### src/rtl/keccak_tx_pkg.sv
// Shared constants, state encoding and header helper for the Keccak result transmitter.
// Frame length depends on the KECCAK_TX_DIGEST_EN build macro.
package keccak_tx_pkg;

    localparam logic [7:0] SYNC_BYTE = 8'hA5;

    typedef enum logic [1:0] {
        IDLE = 2'd0,
        LOAD = 2'd1,
        SEND = 2'd2
    } tx_state_t;

    localparam int FRAME_LEN_BASE   = 3;
    localparam int FRAME_LEN_DIGEST = 11;

`ifdef KECCAK_TX_DIGEST_EN
    localparam int FRAME_LEN = FRAME_LEN_DIGEST;
`else
    localparam int FRAME_LEN = FRAME_LEN_BASE;
`endif

    // Wide enough to index every word of the longest frame.
    localparam int WORD_IDX_W = 4;

    localparam logic [WORD_IDX_W-1:0] LAST_IDX = WORD_IDX_W'(FRAME_LEN - 1);
    localparam logic [7:0]            LEN_BYTE = 8'(FRAME_LEN);

    function automatic logic [31:0] make_header(input logic [7:0] seq, input logic [7:0] drops);
        return {SYNC_BYTE, seq, drops, LEN_BYTE};
    endfunction

endpackage

### src/rtl/keccak_tx_pending.sv
// One-entry capture buffer for match events; digest storage exists only with KECCAK_TX_DIGEST_EN.
// A match that lands while the entry is being drained refills it instead of being dropped.
module keccak_tx_pending (
    input  logic         clk,
    input  logic         reset,
    input  logic         match_valid,
    input  logic [31:0]  match_nonce,
    input  logic [255:0] match_digest,
    input  logic         drain,
    output logic         full,
    output logic [31:0]  entry_nonce,
`ifdef KECCAK_TX_DIGEST_EN
    output logic [255:0] entry_digest,
`endif
    output logic         drop
);

    logic        full_q, full_d;
    logic [31:0] nonce_q, nonce_d;
    logic        capture;

`ifdef KECCAK_TX_DIGEST_EN
    logic [255:0] digest_q, digest_d;
`else
    logic unused_digest;
    assign unused_digest = ^match_digest;
`endif

    always_comb begin
        capture = match_valid & (~full_q | drain);
        drop    = match_valid & full_q & ~drain;
        full_d  = full_q;
        nonce_d = nonce_q;
`ifdef KECCAK_TX_DIGEST_EN
        digest_d = digest_q;
`endif
        if (drain) begin
            full_d = 1'b0;
        end
        if (capture) begin
            full_d  = 1'b1;
            nonce_d = match_nonce;
`ifdef KECCAK_TX_DIGEST_EN
            digest_d = match_digest;
`endif
        end
    end

    always_ff @(posedge clk) begin
        if (reset) begin
            full_q  <= 1'b0;
            nonce_q <= 32'h0;
`ifdef KECCAK_TX_DIGEST_EN
            digest_q <= 256'h0;
`endif
        end else begin
            full_q  <= full_d;
            nonce_q <= nonce_d;
`ifdef KECCAK_TX_DIGEST_EN
            digest_q <= digest_d;
`endif
        end
    end

    assign full        = full_q;
    assign entry_nonce = nonce_q;
`ifdef KECCAK_TX_DIGEST_EN
    assign entry_digest = digest_q;
`endif

endmodule

### src/rtl/keccak_result_tx.sv
// Streams buffered Keccak match events to the host as framed 32-bit words (KECCAK_TX_DIGEST_EN adds the digest).
// tx_valid rises only from LOAD and falls only on the checksum handshake; tx_data changes only on a handshake.
module keccak_result_tx
    import keccak_tx_pkg::*;
#(
    parameter int DROP_W = 8
) (
    input  logic         clk,
    input  logic         reset,
    input  logic         match_valid,
    input  logic [31:0]  match_nonce,
    input  logic [255:0] match_digest,
    output logic [31:0]  tx_data,
    output logic         tx_valid,
    input  logic         tx_ready,
    output logic         tx_busy
);

    localparam logic [DROP_W-1:0] DROP_MAX = {DROP_W{1'b1}};

    tx_state_t               state_q, state_d;
    logic [WORD_IDX_W-1:0]   idx_q, idx_d;
    logic [WORD_IDX_W-1:0]   next_idx;
    logic [31:0]             tx_data_q, tx_data_d;
    logic                    tx_valid_q, tx_valid_d;
    logic [31:0]             csum_q, csum_d;
    logic [31:0]             nonce_q, nonce_d;
    logic [7:0]              seq_q, seq_d;
    logic [DROP_W-1:0]       drops_q, drops_d;
    logic                    hs;
    logic                    drain;
    logic                    pend_full;
    logic                    pend_drop;
    logic [31:0]             pend_nonce;
    logic [31:0]             header;

`ifdef KECCAK_TX_DIGEST_EN
    logic [255:0] digest_q, digest_d;
    logic [255:0] pend_digest;
`endif

    keccak_tx_pending u_pending (
        .clk          (clk),
        .reset        (reset),
        .match_valid  (match_valid),
        .match_nonce  (match_nonce),
        .match_digest (match_digest),
        .drain        (drain),
        .full         (pend_full),
        .entry_nonce  (pend_nonce),
`ifdef KECCAK_TX_DIGEST_EN
        .entry_digest (pend_digest),
`endif
        .drop         (pend_drop)
    );

    always_comb begin
        state_d    = state_q;
        idx_d      = idx_q;
        tx_data_d  = tx_data_q;
        tx_valid_d = tx_valid_q;
        csum_d     = csum_q;
        nonce_d    = nonce_q;
        seq_d      = seq_q;
        drops_d    = drops_q;
`ifdef KECCAK_TX_DIGEST_EN
        digest_d   = digest_q;
`endif
        drain      = 1'b0;
        hs         = tx_valid_q & tx_ready;
        next_idx   = idx_q + WORD_IDX_W'(1);
        header     = make_header(seq_q, 8'(drops_q));

        if (pend_drop && drops_q != DROP_MAX) begin
            drops_d = drops_q + DROP_W'(1);
        end

        case (state_q)
            IDLE: begin
                // Jump on the capture itself so the header appears two cycles after the match.
                if (pend_full || match_valid) begin
                    state_d = LOAD;
                end
            end
            LOAD: begin
                drain      = 1'b1;
                tx_data_d  = header;
                csum_d     = header;
                tx_valid_d = 1'b1;
                idx_d      = '0;
                seq_d      = seq_q + 8'd1;
                nonce_d    = pend_nonce;
                drops_d    = DROP_W'(pend_drop);
`ifdef KECCAK_TX_DIGEST_EN
                digest_d   = pend_digest;
`endif
                state_d    = SEND;
            end
            SEND: begin
                if (hs) begin
                    if (idx_q == LAST_IDX) begin
                        tx_valid_d = 1'b0;
                        state_d    = (pend_full || match_valid) ? LOAD : IDLE;
                    end else begin
                        idx_d = next_idx;
                        // csum_q already folds in every word presented so far.
                        if (next_idx == LAST_IDX) begin
                            tx_data_d = csum_q;
                        end else if (next_idx == WORD_IDX_W'(1)) begin
                            tx_data_d = nonce_q;
                            csum_d    = csum_q ^ nonce_q;
                        end
`ifdef KECCAK_TX_DIGEST_EN
                        else begin
                            tx_data_d = digest_q[255:224];
                            csum_d    = csum_q ^ digest_q[255:224];
                            digest_d  = {digest_q[223:0], 32'h0};
                        end
`endif
                    end
                end
            end
            default: begin
                state_d = IDLE;
            end
        endcase
    end

    always_ff @(posedge clk) begin
        if (reset) begin
            state_q    <= IDLE;
            idx_q      <= '0;
            tx_data_q  <= 32'h0;
            tx_valid_q <= 1'b0;
            csum_q     <= 32'h0;
            nonce_q    <= 32'h0;
            seq_q      <= 8'h0;
            drops_q    <= '0;
`ifdef KECCAK_TX_DIGEST_EN
            digest_q   <= 256'h0;
`endif
        end else begin
            state_q    <= state_d;
            idx_q      <= idx_d;
            tx_data_q  <= tx_data_d;
            tx_valid_q <= tx_valid_d;
            csum_q     <= csum_d;
            nonce_q    <= nonce_d;
            seq_q      <= seq_d;
            drops_q    <= drops_d;
`ifdef KECCAK_TX_DIGEST_EN
            digest_q   <= digest_d;
`endif
        end
    end

    assign tx_data  = tx_data_q;
    assign tx_valid = tx_valid_q;
    assign tx_busy  = (state_q != IDLE) | pend_full;

endmodule
### config.mk
export PLATFORM = sky130hd
export DESIGN_NAME = keccak_result_tx
export DESIGN_NICKNAME = d
export VERILOG_FILES = /design/src/rtl/keccak_tx_pkg.sv /design/src/rtl/keccak_tx_pending.sv /design/src/rtl/keccak_result_tx.sv
export SDC_FILE = /design/constraint.sdc
export NUM_CORES = 1
export LEC_CHECK = 0
export ABC_AREA = 1
export BUFFER_PORTS_ARGS = -buffer_cell sky130_fd_sc_hd__buf_2
export CORE_ASPECT_RATIO = 1.1
export CORE_MARGIN = 10
export CORE_UTILIZATION = 51
export DETAILED_ROUTE_END_ITERATION = 6
export HOLD_SLACK_MARGIN = 0.12
export PLACE_DENSITY_LB_ADDON = 0.1
export SLEW_MARGIN = 20
export SYNTH_ARGS = -nofsm -noshare
export SYNTH_HDL_FRONTEND = slang
export SYNTH_SLANG_ARGS = --single-unit
### constraint.sdc
create_clock -name clk -period 3.55 [get_ports clk]
set_input_delay 1.065 -clock clk [delete_from_list [all_inputs] [get_ports clk]]
set_output_delay 1.065 -clock clk [all_outputs]
set_load 0.005 [all_outputs]
Word-level counts from Yosys, hierarchy flattened
Index checks and enable logic that the tools add are counted.
{"block": "word_totals", "regBits": 152, "inputBits": 292, "elab_cells": 75}
{"block": "classes", "add_sub_neg": 3, "eq_ne": 13, "n_mux": 26, "n_bitwise": 9, "n_reduce_logical": 13}
{"cell": "32-bit 2-to-1 mux", "n": 8}
{"cell": "32-bit one-hot mux with 2 select lines", "n": 2}
{"cell": "32-bit bitwise XOR", "n": 1}
{"cell": "8-bit by 1-bit adder with 8-bit output (second input constant)", "n": 2}
{"cell": "2-bit != test (second input constant)", "n": 6}
{"cell": "3-bit AND reduction", "n": 3}
{"cell": "4-bit by 2-bit == test with 1-bit output (second input constant)", "n": 2}
{"cell": "1-bit 2-to-1 mux", "n": 8}
{"cell": "4-bit 2-to-1 mux", "n": 2}
{"cell": "8-bit != test (second input constant)", "n": 1}
{"cell": "4-bit one-hot mux with 2 select lines", "n": 1}
{"cell": "2-bit nonzero test", "n": 4}
{"cell": "2-bit 2-to-1 mux", "n": 3}
{"cell": "2-bit one-hot mux with 3 select lines", "n": 1}
{"cell": "5-bit AND reduction", "n": 1}
{"cell": "4-bit by 1-bit adder with 4-bit output (second input constant)", "n": 1}
{"cell": "1-bit bitwise AND", "n": 4}
{"cell": "4-bit by 1-bit == test with 1-bit output (second input constant)", "n": 1}
{"cell": "4-bit AND reduction", "n": 1}
{"cell": "3-bit != test (second input constant)", "n": 1}
{"cell": "2-bit by 1-bit == test with 1-bit output (second input constant)", "n": 1}
{"cell": "2-bit == test (second input constant)", "n": 1}
{"cell": "2-bit logical NOT", "n": 1}
{"cell": "1-bit inverter", "n": 2}
{"cell": "5 further kinds", "n": 6}

Longest topological paths before layout
{"block": "logic_depth", "depth_word": 7, "mapped_depth": 13, "mapped_depth_nobuf": 11}

By module
A second synthesis with hierarchy kept.
{"block": "unflattened", "hier_cells": 1172, "area_unflattened_um2": 7573.5}
{"module": "keccak_result_tx", "instances": 1, "cells_per_inst": 956, "area_each_um2": 6084.6}
{"module": "keccak_tx_pending", "instances": 1, "cells_per_inst": 216, "area_each_um2": 1488.9}

Worst setup path before layout
No wires, ideal clock.
{"block": "synth_timing", "path_type": "input to register", "start": "input port reset", "end": "register nonce_q[27]", "setup_time_ns": 0.070, "arrival_time_ns": 2.036, "required_ns": 3.480, "slack_ns": 1.444, "cell_stages": 6, "path_buffers": 3, "path_cell_list": "clkbuf_1 -> inv_1 -> clkbuf_1 -> clkbuf_1 -> o21ai_0 -> a21oi_1"}
{"item": "from (decl)", "line_no": "keccak_result_tx.sv:9", "text": "input logic reset,"}
{"item": "to (signal assigned)", "line_no": "keccak_result_tx.sv:148", "text": "nonce_q <= nonce_d;"}
{"item": "to (decl)", "line_no": "keccak_result_tx.sv:27", "text": "logic [31:0] nonce_q, nonce_d;"}

Worst setup path after layout
{"block": "layout_timing", "start": "register state_q[1]", "end": "output port tx_busy"}
{"block": "layout_between", "elab_chain_cells": 2}
{"item": "from (decl)", "line_no": "keccak_result_tx.sv:21", "text": "tx_state_t state_q, state_d;"}
{"item": "from (signal assigned)", "line_no": "keccak_result_tx.sv:143", "text": "state_q <= state_d;"}
{"item": "2-bit nonzero test", "line_no": "keccak_result_tx.sv:159", "text": "assign tx_busy = (state_q != IDLE) | pend_full;"}
{"item": "1-bit OR", "line_no": "keccak_result_tx.sv:159"}
{"item": "to (decl)", "line_no": "keccak_result_tx.sv:16", "text": "output logic tx_busy"}
No other way between the ends.

==> metrics.md <==
| Metric | Value |
|---|---|
| Status | complete, no violations |
| Post-DRT Antenna Nets | 0 |
| Total power | 6.83 mW |
| Setup TNS | 0 ps |
| Worst-path fanout max | 3 |
| Slew headroom | 37.4% |
| Total of max-cap violations | 0 |
| Flops & latches, synth | 152 |
| FF/Latch Area | 3040 µm² |
| Final hold vios | 0 |
| Clk_lat worst skew | 420 ps |
| Setup Skew | 8.03 ps |
| Worst Tran Pin Value | approximately 940 ps |
| Global-route wire length before repair | slightly above 30000 µm |
| Initial Utilization | 52.6% |
| Area growth from synthesis to layout | 12.8% |
| Fillers | 1377 |
| H-tree levels | 4 |
| CTS Buffer Depth | 2 |
| Async set-or-reset flop fraction in the synthesized netlist | 0% |
| Sink Count | between 150 and 200 |
| Initial antenna violation count | 0 |
| Hold Slack | 479 ps |
| Crit-path leading delay family | simple AND/OR/NAND/NOR gates |
| Max incr delay on CP | 360 ps |
| Final net count | 1431 |
| Crit share post-route | between 70% and 80% |
| Worst-path clk slew | 60 ps |
| CTS tree | built |
| Gp weighted congestion | between 0.7 and 0.8 |
| N_diodes | 0 |
| Final setup margin | 1060 ps |
| Synthesized area | 7310 µm² |
| Place WS | roughly 960 ps |
| Die area | 19500 µm² |
| Number of flops mapped to enable cells by yosys | 0 |
| Core Box Area | 13900 µm² |
| Synth warn | 0 |
| Most common cell after layout, fill and taps aside | nor2_1 |
| Power Dens Cells | 827 nW/µm² |
| Max VDD drop | 0.000403 V |
| CTS Hold Bufs | 0 |
| Num CTS Buffers | 17 |
| Post-CTS sizing | 0 |
| Max Fclk | 401 MHz |
| Initial DRC Count | 574 |
| Gr usage total | 19.0% |
| Pre-Repair DR Iteration Count | 7 |
| Vias | 6707 |
| Layout cell share with drive strength beyond 1 | 13.0% |
| Leak | 3.89 nW |
| HP Class | reg -> reg |
| Vias in the first global route | approximately 6000 |
| # IOs | 326 |
| Netlist cell types | 29 |
| Slowest cell on crit path | dfxtp_1 |
| Post-Syn Nets | 1392 |
| Port Buf Inserts | 69 |
| Cells after synthesis | 1094 |
| Clock period minus worst slack | 2490 ps |
| WP buf/inv | 2 |
| # rows | 45 |
| Most frequent cells in the layout | nor2_1 (223), nand2_1 (193), dfxtp_1 (152) |
| DRC | 0 |
| Drt via density | 5.03 |
| # Post-CTS Setup Buffers | 0 |
| Final setup vio count | 0 |
| Top_reg_cell synth | dfxtp_1 |
| CP endpoint kind | output port |
| Pin count of the biggest net entering global routing | 64 |
| Multi-input combinational cell area | 3470 µm² |
| Sequential area share after synthesis | a little over two fifths |
| Drt wl/cell | 14.0 µm |
| Grt total ovfl | 0 |
| Fin. max-slew vios | 0 |
| Die Ht | about 150 µm |
| Syn avg cell area | 6.68 µm² |
| Post-DP HPWL | 12200 µm |
| RSZ-0062 raised after global routing | no |
| CP required | about 2500 ps |
| Cell chain of the critical path | nor2_1 -> inv_1 -> or2_2 -> buf_2 |
| Final wirelength | 18700 µm |
| Arrival time worst endpoint | 1430 ps |
| Die width | 134 µm |
| CP Launch Type | flop |
| Worst Path Class, Setup | reg -> out |
| Clk root buf | clkbuf_16 |
==> routing by layer <==
layer	global-route usage (%)	share of wire, %	wire (µm)	vias up
met1	28.1	50	9370	2970
met4	5.17	0.97	182	0
met5	0	0	0	-
met2	26.1	41	7690	214
met3	5.31	7.7	1440	11
li1	-	-	-	3512
==> cells in the mapped netlist (6+ instances only) <==
| library cell | instances | area, µm² |
|---|---|---|
| a21oi_1 | 119 | 596 |
| buf_1 | 6 | 22.5 |
| buf_2 | 20 | 100 |
| clkbuf_1 | 28 | 105 |
| dfxtp_1 | 152 | 3040 |
| ha_1 | 6 | 75.1 |
| inv_1 | 125 | 469 |
| nand2_1 | 193 | 724 |
| nand2_2 | 6 | 37.5 |
| nand3_1 | 74 | 370 |
| nand3_2 | 15 | 150 |
| nor2_1 | 223 | 837 |
| o21ai_0 | 78 | 390 |
| xnor2_1 | 10 | 87.6 |
| xor2_1 | 6 | 52.6 |
==> registers in the layout (all words and copies together) (netlist names) <==
signal	flops
csum_q	32
nonce_q	32
tx_data	32
u_pending.entry_nonce	32
drops_q	8
seq_q	8
idx_q	4
state_q	2
tx_valid	1
u_pending.full	1
==> final cells by class <==
class / count / share of cell area [%]
multi-input cells: 750 / 42.1
flip-flops and latches: 152 / 36.9
inverters: 130 / 5.91
repair buffers: 82 / 5.52
clock buffers: 17 / 5.16
well taps: 188 / 2.85
clock inverters: 15 / 1.56
==> kinds of logic after synthesis <==
| family | Yosys count | share of synthesized area, % |
|---|---|---|
| simple gates | 528 | 30.8 |
| compound gates | 200 | 13.8 |
| flops | 152 | 41.6 |
| fa+ha+maj | 6 | 1.03 |
| xor+xnor | 16 | 1.92 |
| buf+inv | 192 | 10.9 |
==> per-stage QoR <==
stage	util [%]	instance area, µm²	cells
finish	59.3	8250	1334
global route	59.3	8250	1334
CTS	59.3	8250	1334
detailed placement	55.3	7700	1302
global placement	55.3	7700	1302
floorplan	-	7310	1094
==> power breakdown <==
group	total [mW]	internal [mW]	switching (mW)
clock network	1.70	0.962	0.740
logic	2.62	0.895	1.72
registers	2.51	2.21	0.300
==> final timing paths <==
path	from	end	slack (ps)	cells past startpoint
worst min register to register	u_pending.entry_nonce[5]	u_pending.entry_nonce[5]	480	2
worst max register to register	idx_q[0]	tx_data[8]	1070	11
worst min-delay path	u_pending.entry_nonce[5]	u_pending.entry_nonce[5]	480	2
worst max-delay path	state_q[1]	tx_busy	1060	4
==> worst register-to-register path, cell delays in order (launching register included) <==
cell and delay, ps:
dfxtp_1 440, ha_1 200, or2_1 130, nand2_2 80, nand3_4 290, buf_4 430
inv_2 140, nand2_1 100, buf_4 310, nand3_2 120, nand2_1 80, nor2_1 50
(Power assumes the default switching activity.)
